==> src/rtl/mips_pkg.sv <==
// Shared types and constants for the MIPS pipeline control logic: hazard FSM
// states, forwarding-select encodings and IDEX control-byte bit positions.
package mips_pkg;

  typedef enum logic [1:0] {
    RUN       = 2'd0,
    MD_LAUNCH = 2'd1,
    MD_BUSY   = 2'd2
  } hz_state_t;

  localparam logic [1:0] FWD_REG   = 2'b00;
  localparam logic [1:0] FWD_EXMEM = 2'b10;
  localparam logic [1:0] FWD_MEMWB = 2'b01;

  localparam int CTRL_REGWRITE = 0;
  localparam int CTRL_ALUSRC   = 1;
  localparam int CTRL_MEMREAD  = 2;
  localparam int CTRL_ALUOP_LO = 3;
  localparam int CTRL_ALUOP_HI = 4;
  localparam int CTRL_MEMTOREG = 5;
  localparam int CTRL_MEMWRITE = 6;
  localparam int CTRL_REGDST   = 7;

  // Newest producer wins: EXMEM over MEMWB; $0 is hard-wired and never forwarded.
  function automatic logic [1:0] fwd_pick(
    input logic       exmem_rw,
    input logic [4:0] exmem_w,
    input logic       memwb_rw,
    input logic [4:0] memwb_w,
    input logic [4:0] src
  );
    if (exmem_rw && (exmem_w != 5'd0) && (exmem_w == src)) begin
      return FWD_EXMEM;
    end else if (memwb_rw && (memwb_w != 5'd0) && (memwb_w == src)) begin
      return FWD_MEMWB;
    end
    return FWD_REG;
  endfunction

endpackage

==> src/rtl/forwarding_unit.sv <==
// EX-stage operand forwarding: selects regfile, EXMEM or MEMWB data for the
// rs (operand A) and rt (operand B) sources of the instruction in EX.
module forwarding_unit
  import mips_pkg::*;
(
  input  logic       exmem_regwrite,
  input  logic [4:0] exmem_wreg,
  input  logic       memwb_regwrite,
  input  logic [4:0] memwb_wreg,
  input  logic [4:0] idex_rs,
  input  logic [4:0] idex_rt,
  output logic [1:0] forward_a,
  output logic [1:0] forward_b
);

  logic [4:0] src [2];
  logic [1:0] sel [2];

  assign src[0] = idex_rs;
  assign src[1] = idex_rt;

  for (genvar gi = 0; gi < 2; gi++) begin : g_operand
    assign sel[gi] = fwd_pick(exmem_regwrite, exmem_wreg, memwb_regwrite, memwb_wreg, src[gi]);
  end

  assign forward_a = sel[0];
  assign forward_b = sel[1];

endmodule

==> src/rtl/pipeline_hazard_controller.sv <==
// Hazard and sequencing controller for the 5-stage MIPS pipeline: load-use
// stalls, branch squash, mult/div launch/wait with timeout, and forwarding.
module pipeline_hazard_controller
  import mips_pkg::*;
#(
  parameter int CNT_W      = 16,
  parameter int MD_TIMEOUT = 64
) (
  input  logic             clk,
  input  logic             reset_n,
  input  logic [4:0]       id_rs,
  input  logic [4:0]       id_rt,
  input  logic             id_uses_rt,
  input  logic             id_md_req,
  input  logic [7:0]       idex_ctrl,
  input  logic [4:0]       idex_wreg,
  input  logic [4:0]       idex_rs,
  input  logic [4:0]       idex_rt,
  input  logic             exmem_regwrite,
  input  logic [4:0]       exmem_wreg,
  input  logic             memwb_regwrite,
  input  logic [4:0]       memwb_wreg,
  input  logic             ex_branch_taken,
  input  logic             md_done,
  output logic             pc_write,
  output logic             ifid_write,
  output logic             ifid_flush,
  output logic             idex_bubble,
  output logic [1:0]       forward_a,
  output logic [1:0]       forward_b,
  output logic             md_go,
  output logic             md_error,
  output logic [CNT_W-1:0] stall_cycles
);

  localparam int             TO_W    = $clog2(MD_TIMEOUT);
  localparam logic [TO_W-1:0] TO_LAST = TO_W'(MD_TIMEOUT - 1);

  hz_state_t        state_reg, state_next;
  logic [TO_W-1:0]  to_cnt_reg, to_cnt_next;
  logic             md_error_reg, md_error_next;
  logic             md_pass_reg, md_pass_next;
  logic [CNT_W-1:0] stall_reg;

  logic       lu;
  logic       pc_en, ifid_en, flush_en, bubble_en, go_en;
  logic [1:0] fwd_a, fwd_b;
  logic       unused_ctrl;

  assign unused_ctrl = ^{idex_ctrl[CTRL_REGDST], idex_ctrl[CTRL_MEMWRITE],
                         idex_ctrl[CTRL_MEMTOREG], idex_ctrl[CTRL_ALUOP_HI:CTRL_ALUOP_LO],
                         idex_ctrl[CTRL_ALUSRC], idex_ctrl[CTRL_REGWRITE]};

  assign lu = idex_ctrl[CTRL_MEMREAD] && (idex_wreg != 5'd0) &&
              ((idex_wreg == id_rs) || (id_uses_rt && (idex_wreg == id_rt)));

  // md_pass marks the first RUN cycle after a mult/div finishes, so the
  // still-resident ID instruction is issued instead of being relaunched.
  always_comb begin
    state_next    = state_reg;
    to_cnt_next   = to_cnt_reg;
    md_error_next = md_error_reg;
    md_pass_next  = 1'b0;
    pc_en         = 1'b1;
    ifid_en       = 1'b1;
    flush_en      = 1'b0;
    bubble_en     = 1'b0;
    go_en         = 1'b0;
    case (state_reg)
      RUN: begin
        if (ex_branch_taken) begin
          flush_en  = 1'b1;
          bubble_en = 1'b1;
        end else if (lu) begin
          pc_en        = 1'b0;
          ifid_en      = 1'b0;
          bubble_en    = 1'b1;
          md_pass_next = md_pass_reg;
        end else if (id_md_req && !md_pass_reg) begin
          pc_en      = 1'b0;
          ifid_en    = 1'b0;
          bubble_en  = 1'b1;
          state_next = MD_LAUNCH;
        end
      end
      MD_LAUNCH: begin
        pc_en       = 1'b0;
        ifid_en     = 1'b0;
        bubble_en   = 1'b1;
        go_en       = 1'b1;
        to_cnt_next = '0;
        state_next  = MD_BUSY;
      end
      MD_BUSY: begin
        pc_en     = 1'b0;
        ifid_en   = 1'b0;
        bubble_en = 1'b1;
        if (md_done) begin
          state_next   = RUN;
          md_pass_next = 1'b1;
        end else if (to_cnt_reg == TO_LAST) begin
          md_error_next = 1'b1;
          state_next    = RUN;
          md_pass_next  = 1'b1;
        end else begin
          to_cnt_next = to_cnt_reg + TO_W'(1);
        end
      end
      default: state_next = RUN;
    endcase
  end

  always_ff @(posedge clk or negedge reset_n) begin
    if (!reset_n) begin
      state_reg    <= RUN;
      to_cnt_reg   <= '0;
      md_error_reg <= 1'b0;
      md_pass_reg  <= 1'b0;
      stall_reg    <= '0;
    end else begin
      state_reg    <= state_next;
      to_cnt_reg   <= to_cnt_next;
      md_error_reg <= md_error_next;
      md_pass_reg  <= md_pass_next;
      if (!pc_write && (stall_reg != '1)) begin
        stall_reg <= stall_reg + CNT_W'(1);
      end
    end
  end

  forwarding_unit u_fwd (
    .exmem_regwrite (exmem_regwrite),
    .exmem_wreg     (exmem_wreg),
    .memwb_regwrite (memwb_regwrite),
    .memwb_wreg     (memwb_wreg),
    .idex_rs        (idex_rs),
    .idex_rt        (idex_rt),
    .forward_a      (fwd_a),
    .forward_b      (fwd_b)
  );

  // While reset is held the pipeline is frozen and EX is bubbled.
  assign pc_write     = reset_n & pc_en;
  assign ifid_write   = reset_n & ifid_en;
  assign ifid_flush   = reset_n & flush_en;
  assign idex_bubble  = ~reset_n | bubble_en;
  assign forward_a    = reset_n ? fwd_a : FWD_REG;
  assign forward_b    = reset_n ? fwd_b : FWD_REG;
  assign md_go        = reset_n & go_en;
  assign md_error     = md_error_reg;
  assign stall_cycles = stall_reg;

  // Stalls bubble EX, so a taken branch can only resolve while running.
  a_branch_only_in_run: assert property (
    @(posedge clk) disable iff (!reset_n) (state_reg != RUN) |-> !ex_branch_taken
  );

endmodule

==> config.mk <==
export PLATFORM = sky130hd
export DESIGN_NAME = pipeline_hazard_controller
export DESIGN_NICKNAME = d
export VERILOG_FILES = /design/src/rtl/mips_pkg.sv /design/src/rtl/forwarding_unit.sv /design/src/rtl/pipeline_hazard_controller.sv
export SDC_FILE = /design/constraint.sdc
export NUM_CORES = 1
export LEC_CHECK = 0
export CAP_MARGIN = 20
export CORE_MARGIN = 2
export CORE_UTILIZATION = 32
export CTS_BUF_LIST = sky130_fd_sc_hd__clkbuf_16
export DETAILED_ROUTE_END_ITERATION = 16
export PLACE_DENSITY = 0.74
export SYNTH_ARGS = -nofsm -noshare
export SYNTH_HDL_FRONTEND = slang
export SYNTH_SLANG_ARGS = --single-unit
==> constraint.sdc <==
create_clock -name clk -period 2.9 [get_ports clk]
set_input_delay 0.58 -clock clk [delete_from_list [all_inputs] [get_ports clk]]
set_output_delay 0.58 -clock clk [all_outputs]
set_load 0.05 [all_outputs]
## After elaboration in Yosys (flattened, before gate mapping)

Index checks and enable logic that the tools add are counted.

- Add/subtract/negate cells: 2
- Equality and inequality tests: 17
- Muxes and demuxes: 37
- Bitwise logic cells: 6
- Reductions and logical operators: 23

Operator list:

| cell | number |
|---|---|
| 5-bit == test | 6 |
| 2-bit two-way mux | 13 |
| 1-bit two-way mux | 17 |
| 16-bit by 1-bit adder with 16-bit output (second input constant) | 1 |
| 16-bit != test (second input constant) | 1 |
| 5-bit nonzero test | 3 |
| 6-bit two-way mux | 2 |
| 6-bit one-hot mux with 2 select lines | 1 |
| 1-bit logical AND | 11 |
| 2-bit != test (second input constant) | 5 |
| 6-bit by 1-bit adder with 6-bit output (second input constant) | 1 |
| 6-bit == test (second input constant) | 1 |
| 3-bit != test (second input constant) | 2 |
| 1-bit one-hot mux with 2 select lines | 3 |
| 2-bit one-hot mux with 3 select lines | 1 |
| 3-bit AND reduction | 2 |
| 4-bit AND reduction | 1 |
| 1-bit AND | 3 |
| 2-bit by 1-bit == test with 1-bit output (second input constant) | 1 |
| 2-bit == test (second input constant) | 1 |
| 1-bit zero test | 2 |
| 2-bit zero test | 1 |
| 1-bit inverter | 2 |
| 2-bit nonzero test | 1 |
| other kinds (3) | 3 |

- Flip-flop bits (word level): 26
- Bits of input ports: 51
- Output and inout bits: 26
- Logic and storage cells: 90

## Depth between registers and ports, before layout

- Depth in word-level cells: 10
- Depth in mapped cells: 8
- Depth with buffers taken out: 8

## Modules after synthesis

Synthesis repeated with hierarchy kept, for this count alone.

- Cell total of the unflattened synthesis: 194
- Area total of the unflattened synthesis: 1844.3 um^2

By module, submodules not included:

| module | times used | cells each | area each (um^2) | sequential area each (um^2) |
|---|---|---|---|---|
| pipeline_hazard_controller | 1 | 160 | 1574.0 | 650.6 |
| forwarding_unit | 1 | 34 | 270.3 | 0.0 |

## Worst setup path after synthesis

Ideal clock, no wire load.

- Path kind: in2out
- From: input exmem_wreg[3]
- To: output forward_a[0]
- Data arrival time: 2.931 ns
- Required time: 2.320 ns
- Slack: -0.611 ns
- Stages on the path: 4
- Path buffers: 0
- Cells stage by stage: or4_1 o21ai_0 nor4_1 nor4_1

- Word-level cells in the longest chain between the ends: 6
- Elaborated cells between the ends (all ways): 8
- Classes of those cells: 1 x eq/ne; 4 x mux; 3 x reduce/logical

RTL lines:

| element | line | text |
|---|---|---|
| start: declaration | pipeline_hazard_controller.sv:20 | `input logic [4:0] exmem_wreg,` |
| 5-bit nonzero test | mips_pkg.sv:32 | `if (exmem_rw && (exmem_w != 5'd0) && (exmem_w == src)) begin` |
| 1-bit logical AND | mips_pkg.sv:32 |  |
| 1-bit logical AND * | mips_pkg.sv:32 |  |
| 2-bit two-way mux or 1-bit two-way mux (tied branches) | mips_pkg.sv:32 |  |
| 2-bit two-way mux * | mips_pkg.sv:37 | `return FWD_REG;` |
| 2-bit two-way mux * | pipeline_hazard_controller.sv:147 | `assign forward_a = reset_n ? fwd_a : FWD_REG;` |
| end: declaration | pipeline_hazard_controller.sv:29 | `output logic [1:0] forward_a,` |

Every way passes the cells marked *; elsewhere a longest branch is shown, timed or not.

## Final worst setup path

- From: input idex_wreg[4]
- To: output idex_bubble

- Word-level cells in the longest chain between the ends: 8
- Elaborated cells between the ends (all ways): 11
- Classes of those cells: 2 x eq/ne; 3 x mux; 1 x bitwise; 5 x reduce/logical

RTL lines:

| element | line | text |
|---|---|---|
| start: declaration | pipeline_hazard_controller.sv:16 | `input logic [4:0] idex_wreg,` |
| 5-bit == test | pipeline_hazard_controller.sv:55 | `((idex_wreg == id_rs) \|\| (id_uses_rt && (idex_wreg == id_rt)));` |
| 1-bit logical AND | pipeline_hazard_controller.sv:55 |  |
| 1-bit logical OR | pipeline_hazard_controller.sv:55 |  |
| 1-bit logical AND * | pipeline_hazard_controller.sv:54 | `assign lu = idex_ctrl[CTRL_MEMREAD] && (idex_wreg != 5'd0) &&` |
| 1-bit two-way mux * | pipeline_hazard_controller.sv:74 | `end else if (lu) begin` |
| 1-bit two-way mux * | pipeline_hazard_controller.sv:71 | `if (ex_branch_taken) begin` |
| 1-bit one-hot mux with 2 select lines * | pipeline_hazard_controller.sv:69 | `case (state_reg)` |
| 1-bit bitwise OR * | pipeline_hazard_controller.sv:146 | `assign idex_bubble = ~reset_n \| bubble_en;` |
| end: declaration | pipeline_hazard_controller.sv:28 | `output logic idex_bubble,` |

Marked as above.

==> results.md <==
- Worst Path Required: 2.32 ns
- Most used cell, CP: o21ai_1
- Setup TNS: 0 ns
- Post-Syn Area: 0.001787 sq mm
- Largest register FFs: 16
- Initial antenna violation count: 0
- Initial drt markers: 91
- # diodes: 0
- Delay of the slowest cell on the worst path: 0.27 ns
- Worst Setup Path Type: in -> out
- Critical path launch point type: primary input
- GR Overflow Total: 0
- Worst-path clk slew: 0.06 ns
- Seq/Total Area, Yosys: 0.3641
- Max_cap viols: 0
- Initial Util: 0.3285
- Final period utilization: 0.9626
- Count of flip-flops with a built-in enable after synthesis: 0
- IO Count: 77
- Number of global-route vias before repair: 1733
- Status: finished, final reports clean
- Syn Area/Cell: 9.710 sq um
- Pin count of the biggest net entering global routing: 33
- Cells after Synth: 184
- Clock Sinks: 26
- Via density: 4.849
- GRT Util Overall: 0.1632
- Post-synth top area share: 0.3641
- Endpoints failing setup: 0
- CP top delay family: compound AO/OA/AOI/OAI gates
- PwrDens: 659.4 mW/mm^2
- Root Buffer: clkbuf_16
- Setup crit end kind: output pin
- Synth cell count leaders: xor2_1, dfrtp_1, xnor2_1, nand3_1, nor2_1
- Lkg Pwr: 1.342 nW
- Height of the die: 78.72 um
- IO buf count: 69
- First-pass DRT Iterations: 4
- Layout Skew: 0.002099 ns
- Top-count cell post-synth: xor2_1
- Placer Congestion: 0.8133
- Ys flop type: dfrtp_1
- Post-CTS Hold Fix Bufs: 0
- Post-DP HPWL: 3.742 mm
- DR DRC count: 0
- Final #Nets: 337
- Worst Path Max Fanout: 3
- DRT Wirelength: 4.910 mm
- P&R area growth vs syn: 71.22%
- Min cycle time layout: 2.792 ns
- DIE WIDTH: 78.72 um
- Slowest CP cell: dlygate4sd2_1
- Ys Warns: 0
- Fillers: 475
- TritonCTS buffer count: 3
- Measured slew at the worst slew-check pin: 0.5032 ns
- Via count: 1697
- Ordered cell list for the critical path: dlygate4sd2_1, xor2_1, nor4_2, a32oi_1, o21ai_1, o21ai_1, a21oi_1, nand2b_4, buf_12
- Yosys cell types: 38
- CORE AREA: 0.005439 sq mm
- Bufs and invs on worst path: 2
- Util after Layout: 0.5625
- Worst-case clock buffer depth: 2
- Post-Syn Nets: 242
- First-pass GRT wire length: 8.114 mm
- Fmax: 0.3582 GHz
- DR WL/cell: 14.03 um
- Die area: 0.006197 sq mm
- CTS tree: yes
- Final ANT Viol Nets: 0
- Peak supply drop: 0.6076 mV
- Final Max Tran Viols: 0
- Area contributors post-synth: dfrtp_1, xor2_1, xnor2_1, ha_1, nand3_1
- CTS H-Tree Depth: 1
- Site Rows: 27
- Hold Violations, Final: 0
- Post-synth top area cell: dfrtp_1
- Layout cells sized above 1: 0.2122
- HP Class: reg -> reg
- Yosys reg bits: 26
- Clk_lat worst skew: 0.26 ns
- Slew HR: 0.6635
- Arr. time, crit path: 2.21 ns
- Post-synth ARST share: 1.000
==> per-layer routing <==
metal | part of all wire | vias to the layer above | global-route usage
li1 | - | 842 | -
met1 | 0.42 | 818 | 0.1910
met2 | 0.54 | 35 | 0.3188
met3 | 0.033 | 2 | 0.02841
met4 | 0.0022 | 0 | 0.01579
met5 | 0 | - | 0
==> layout make-up <==
| cell class | count | area, sq um | area share |
|---|---|---|---|
| clock buffers | 3 | 75.07 | 0.02454 |
| clock inverters | 1 | 30.03 | 0.009816 |
| inverters | 5 | 18.77 | 0.006135 |
| multi-input cells | 152 | 1222 | 0.3996 |
| flip-flops and latches | 26 | 650.6 | 0.2127 |
| well taps | 72 | 90.09 | 0.02945 |
| repair buffers | 91 | 972.2 | 0.3178 |
==> stage by stage <==
| stage | area [sq um] | hold slack, ns | worst slack [ns] | std cells | power (mW) |
|---|---|---|---|---|---|
| floorplan | 1824 | 0.2844 | 0.1460 | 184 | 1.168 |
| global placement | 2830 | 0.4495 | -0.2042 | 343 | 1.571 |
| detailed placement | 2830 | 0.4810 | -0.2615 | 343 | 1.592 |
| CTS | 2985 | 0.4962 | -0.02988 | 349 | 2.021 |
| global route | 3059 | 0.5087 | -0.002049 | 350 | 2.144 |
| finish | 3059 | 0.4841 | 0.1083 | 350 | 2.017 |
==> power breakdown <==
| group | switching (mW) | total (mW) | internal [mW] |
|---|---|---|---|
| clock | 0.124 | 0.398 | 0.274 |
| sequential | 0.102 | 0.547 | 0.445 |
| combinational | 0.605 | 1.07 | 0.467 |
==> cell usage in the layout (no fill, tap or decap), types with 2 or more instances in the layout <==
master / count
a21oi_1: 2
and2_1: 4
and3_1: 5
and3_2: 2
and4_2: 2
buf_12: 9
buf_4: 19
buf_6: 3
clkbuf_16: 3
clkdlybuf4s15_1: 2
clkdlybuf4s50_1: 43
dfrtp_1: 26
dlygate4sd2_1: 6
dlymetal6s2s_1: 9
ha_1: 7
inv_1: 5
mux2_2: 2
nand2_1: 8
nand2b_1: 2
nand3_1: 10
nand4_1: 8
nor2_1: 9
nor2b_1: 4
nor3_1: 4
nor4_4: 4
o211ai_1: 2
o21ai_0: 3
o21ai_1: 2
or4_1: 2
or4_4: 4
xnor2_1: 15
xor2_1: 31
==> worst paths after layout <==
kind,endpoint,slack (ns),depth (start not counted),from
max in group asynchronous,stall_cycles[15]$_DFFE_PN0P_,1.94,2,reset_n
worst min register to register,md_error$_DFFE_PN0P_,0.48,1,md_error$_DFFE_PN0P_
worst min-delay path,md_error$_DFFE_PN0P_,0.48,1,md_error$_DFFE_PN0P_
min in group asynchronous,state_reg[0]$_DFFE_PN0P_,0.73,2,reset_n
worst max register to register,stall_cycles[1]$_DFFE_PN0P_,0.68,6,stall_cycles[0]$_DFFE_PN0P_
worst max-delay path,idex_bubble,0.11,9,idex_wreg[4]
==> repair_timing <==
action                                 CTS  global route
setup endpoints to repair                7            13
endpoints found under the hold margin    0             0
pin swaps                                9            11
gates resized for setup                 20            18
setup buffers                            2             1
==> cells by family (layout without fill, tap and decap cells) <==
kind of cell	Yosys count	after routing	synth area share
AOI/OAI and AO/OA	19	19	0.07214
xor gates and xnor gates	46	46	0.2255
and+or+nand+nor	76	76	0.2500
buffers and inverters	6	100	0.01471
muxes	4	4	0.02451
adders and majority gates	7	7	0.04902
DFF	26	26	0.3641
No activity file was read; power rests on OpenSTA's default activity.
